[src/rtl/rrc_mac_sequencer.sv]
// Time-multiplexed 33-tap RRC pulse-shaping filter: one signed multiplier and one
// accumulator step through the taps over a circular sample history.
module rrc_mac_sequencer #(
  parameter int WIDTH  = 7,
  parameter int CWIDTH = 9,
  parameter int TAPS   = 33,
  parameter int SHIFT  = 8,
  parameter int AWIDTH = WIDTH + CWIDTH + 6
) (
  input  logic              clk,
  input  logic              rstn,
  input  logic              in_valid,
  output logic              in_ready,
  input  logic [WIDTH-1:0]  in_data,
  output logic              out_valid,
  input  logic              out_ready,
  output logic [WIDTH-1:0]  out_data,
  input  logic              cfg_we,
  input  logic [5:0]        cfg_addr,
  input  logic [CWIDTH-1:0] cfg_data,
  output logic              cfg_err,
  output logic              busy
);

  localparam int PW     = 6;
  localparam int LIM_HI = 2 ** (WIDTH - 1) - 1;
  localparam int LIM_LO = -(2 ** (WIDTH - 1));
  localparam int HDEF [33] = '{0, -1, 1, 0, -1, 2, 0, -2, 2, 0, -6, 8, 10, -28, -14, 111, 196,
                               111, -14, -28, 10, 8, -6, 0, 2, -2, 0, 2, -1, 0, 1, -1, 0};

  typedef enum logic [1:0] {IDLE, MAC, OUT} state_t;

  state_t                   state_q, state_d;
  logic [PW-1:0]            wr_ptr_q, wr_ptr_d;
  logic [PW-1:0]            base_q, base_d;
  logic [PW-1:0]            k_q, k_d;
  logic signed [AWIDTH-1:0] acc_q, acc_d;
  logic [WIDTH-1:0]         out_q, out_d;
  logic                     cfg_err_q, cfg_err_d;
  logic signed [WIDTH-1:0]  hist_q [TAPS];
  logic signed [CWIDTH-1:0] coef_q [TAPS];

  logic                     hist_we, coef_we;
  logic [PW-1:0]            rd_idx;
  logic signed [AWIDTH-1:0] prod, final_sum, shifted;

  // k=0 reads the just-written slot; older samples sit at lower addresses, modulo TAPS.
  always_comb begin
    rd_idx    = (base_q >= k_q) ? (base_q - k_q) : (base_q + PW'(TAPS) - k_q);
    prod      = AWIDTH'(coef_q[k_q]) * AWIDTH'(hist_q[rd_idx]);
    final_sum = acc_q + prod;
    shifted   = final_sum >>> SHIFT;
  end

  always_comb begin
    state_d   = state_q;
    wr_ptr_d  = wr_ptr_q;
    base_d    = base_q;
    k_d       = k_q;
    acc_d     = acc_q;
    out_d     = out_q;
    hist_we   = 1'b0;
    coef_we   = cfg_we && (state_q == IDLE) && (cfg_addr < PW'(TAPS));
    cfg_err_d = cfg_we && !coef_we;

    case (state_q)
      IDLE: begin
        if (in_valid) begin
          hist_we  = 1'b1;
          base_d   = wr_ptr_q;
          wr_ptr_d = (wr_ptr_q == PW'(TAPS - 1)) ? '0 : wr_ptr_q + PW'(1);
          acc_d    = '0;
          k_d      = '0;
          state_d  = MAC;
        end
      end
      MAC: begin
        acc_d = final_sum;
        if (k_q == PW'(TAPS - 1)) begin
          if (shifted > AWIDTH'(LIM_HI))      out_d = WIDTH'(LIM_HI);
          else if (shifted < AWIDTH'(LIM_LO)) out_d = WIDTH'(LIM_LO);
          else                                out_d = shifted[WIDTH-1:0];
          state_d = OUT;
        end else begin
          k_d = k_q + PW'(1);
        end
      end
      OUT: begin
        if (out_ready) state_d = IDLE;
      end
      default: state_d = IDLE;
    endcase
  end

  always_ff @(posedge clk or negedge rstn) begin
    if (!rstn) begin
      state_q   <= IDLE;
      wr_ptr_q  <= '0;
      base_q    <= '0;
      k_q       <= '0;
      acc_q     <= '0;
      out_q     <= '0;
      cfg_err_q <= 1'b0;
      for (int unsigned i = 0; i < TAPS; i++) begin
        hist_q[i] <= '0;
        coef_q[i] <= CWIDTH'(HDEF[i]);
      end
    end else begin
      state_q   <= state_d;
      wr_ptr_q  <= wr_ptr_d;
      base_q    <= base_d;
      k_q       <= k_d;
      acc_q     <= acc_d;
      out_q     <= out_d;
      cfg_err_q <= cfg_err_d;
      if (hist_we) hist_q[wr_ptr_q] <= in_data;
      if (coef_we) coef_q[cfg_addr] <= cfg_data;
    end
  end

  assign in_ready  = (state_q == IDLE);
  assign out_valid = (state_q == OUT);
  assign busy      = (state_q != IDLE);
  assign out_data  = out_q;
  assign cfg_err   = cfg_err_q;

endmodule

[config.mk]
export PLATFORM = sky130hd
export DESIGN_NAME = rrc_mac_sequencer
export DESIGN_NICKNAME = d
export VERILOG_FILES = /design/src/rtl/rrc_mac_sequencer.sv
export SDC_FILE = /design/constraint.sdc
export NUM_CORES = 1
export LEC_CHECK = 0
export ABC_AREA = 0
export BUFFER_PORTS_ARGS = -buffer_cell sky130_fd_sc_hd__clkbuf_2
export CAP_MARGIN = 10
export CORE_MARGIN = 2
export CORE_UTILIZATION = 55
export DETAILED_ROUTE_END_ITERATION = 16
export PLACE_DENSITY = 0.74
export REMOVE_ABC_BUFFERS = 1
export SLEW_MARGIN = 20
export SYNTH_ARGS = -nofsm -noshare
export SYNTH_HDL_FRONTEND = slang
export SYNTH_SLANG_ARGS = --single-unit
[constraint.sdc]
create_clock -name clk -period 8.3 [get_ports clk]
set_input_delay 0.415 -clock clk [delete_from_list [all_inputs] [get_ports clk]]
set_output_delay 0.415 -clock clk [all_outputs]
set_load 0.01 [all_outputs]
==> results.ini <==
[outcome]
status=complete, no violations

[placement]
port_buffers=37
gp_congestion=0.913
hpwl_um=53300
place_ws_ns=-0.252
placedCellCount=3389

[clocking]
max-clock-path-buffers=3
h-tree-depth=2
clk_latency_ns=0.64
cts_buffers=59
clkTransAtPathRegs_ns=0.06
clockRootBuffer=clkbuf_16
cts_tree=done
cts_sinks=578

[setup_path]
rrSetupSlack_ns=0.27
cp_slowest_cell=fa_1
startpoint_type=flip-flop
crit_end=out_data[1]
r2r_cells=36
r2r-start=k_q[0]
crit_type=flip-flop to flip-flop
cpPeakStageDelay_ns=0.59
r2r_end=out_data[1]
cp_top_family=adder cells
cp_num_buf_inv=10
cp.required_ns=8.80
endpoint_kind=flip-flop
crit_path_start=k_q[0]
cpMostUsedCell=buf_6
cp.depth=36
worstPathArrival_ns=8.53
crit_path_max_fanout=6

[route]
drc_errors=0
via_per_inst=5.99
drt_iter0_drc=1826
finalWirelength_um=79100
wl_per_cell_um=22.4
route.vias.total=21100
drt.antenna.violating_nets=0
firstDrtPassIters=6

[die]
die-area_um2=58700
rows=87
die_h_um=242
fp.coreArea_um2=56300
io_pins=38
floorplan.initialDensity_pct=55.5
die_w_um=242

[yosys]
synth.area.top_cells=dfrtp_1, mux2_2, dfstp_2
synth-adder-area-share_pct=8.24
synth.area.mux_share_pct=26.5
yosys_warnings=0
netlist_area_um2=31200
synth_most_common_cell=mux2_2
synth_top_cell_area_share_pct=37.1
syn_inst=2558
synth_edf_count=0
synth_top_area_cell=dfrtp_1
synth_compound_gate_area_share_pct=4.25
synth-seq-area-share_pct=46.8
synth-async-reset-ratio_pct=100
ys_ff_latch=578
synthDistinctLibCells=69
syn_area_per_cell_um2=12.2
synthSimpleGateAreaFrac_pct=9.35
synth_flop_cell=dfrtp_1
yosys.area_share.xor_xnor_pct=1.03
yosys-top-cells-count=mux2_2, dfrtp_1, nand2_1
synth_top_family_by_area=multiplexers

[global_route]
antenna_found_initial=0
grt_pass1_wl_um=125000
grt_pass1_vias=22400
grt_max_degree=194
grt-ovfl-total=0
grt.total_usage_pct=26.9

[layout]
n_antenna_cell=0
layout.nets=2904
nFillCells=4118
area_growth_pct=16.4
drive_above_1_share_pct=44.7
finalNonFillerCells=3528

[sta]
fin_crit_ns=8.03
fin_ws_ns=0.268
worst_slew_pin_slew_ns=1.07
finalSetupViolCount=0
fmax_mhz=125
finalHoldViolations=0
fin_skew_ns=0.0475
hold_ws_ns=0.127
finalCritPeriodShare_pct=96.8
slew_headroom_pct=28.5
finalMaxSlewViolations=0

[worst_hold_path]
min_path_type=input pin to flip-flop
hold_path_depth=2

[flow_run]
max-cap-violations=0

how the worst min path moves through the flow:
stage,start,slack [ns],endpoint
2_1_floorplan,rstn,0.12,acc_q[0]
6_report,cfg_we,0.13,cfg_err
3_5_place_dp,base_q[2],0.48,base_q[2]
4_1_cts,cfg_we,0.09,cfg_err
3_3_place_gp,base_q[2],0.47,base_q[2]
5_1_grt,cfg_we,0.13,cfg_err
area by class of cell:
cell class / instances / area (um^2) / area share (%)
multi-input cells: 1663 / 16100 / 44.2
clock inverters: 21 / 210 / 0.578
well taps: 756 / 946 / 2.60
repair buffers: 251 / 2090 / 5.75
inverters: 171 / 642 / 1.77
flip-flops and latches: 578 / 14600 / 40.2
clock buffers: 88 / 1770 / 4.86
cell usage in the layout, fill, tap and decap left out, types with 20 or more instances in the layout:
| master | instances |
|---|---|
| a21oi_1 | 29 |
| a31o_2 | 24 |
| buf_4 | 170 |
| buf_6 | 26 |
| clkbuf_16 | 61 |
| clkbuf_2 | 36 |
| dfrtp_1 | 461 |
| dfstp_2 | 115 |
| fa_1 | 80 |
| ha_1 | 50 |
| inv_1 | 155 |
| mux2_2 | 531 |
| mux4_2 | 94 |
| nand2_1 | 306 |
| nand3_1 | 90 |
| nor2_1 | 85 |
| nor2b_1 | 20 |
| o21ai_0 | 32 |
| xnor2_1 | 21 |
metrics by stage:
stage          util, %   TNS [ns]  instance area (um^2)
2_1_floorplan        -    -133.70                 30700
3_3_place_gp      59.2     -0.572                 33300
3_5_place_dp      59.2      -1.48                 33300
4_1_cts           62.9  -0.000696                 35400
5_1_grt           64.6     -0.358                 36400
6_report          64.6          0                 36400
routing by layer:
| layer | up-vias | GRT usage, % | wire, um |
|---|---|---|---|
| met1 | 11100 | 36.5 | 33500 |
| met4 | 0 | 7.81 | 2080 |
| li1 | 9283 | - | - |
| met3 | 148 | 4.66 | 4550 |
| met2 | 637 | 44.7 | 39000 |
| met5 | - | 0 | 0 |
cell families after synthesis:
logic type / Yosys count
buffers and inverters: 318
AND/OR/NAND/NOR: 639
adder cells (fa/ha/maj): 153
XOR/XNOR: 35
flip-flops: 578
AO/OA/AOI/OAI: 193
multiplexers: 642
state kept, by name, indices dropped and copies added (netlist names):
register / flops
k_q: 6
acc_q: 22
cfg_err: 1
state_q: 2
wr_ptr_q: 6
hist_q: 231
out_data: 7
base_q: 6
coef_q: 297
timing repair:
item	4_1_cts	5_1_grt
pin swaps	10	77
hold endpoints to repair	97	0
gates resized for setup	16	163
gates cloned	0	4
setup buffers	3	22
hold buffers	2	0
endpoints found under the setup margin	8	10
Power is not shown: default switching activity piles up to over one toggle a cycle in this logic, so the estimate is an artifact.
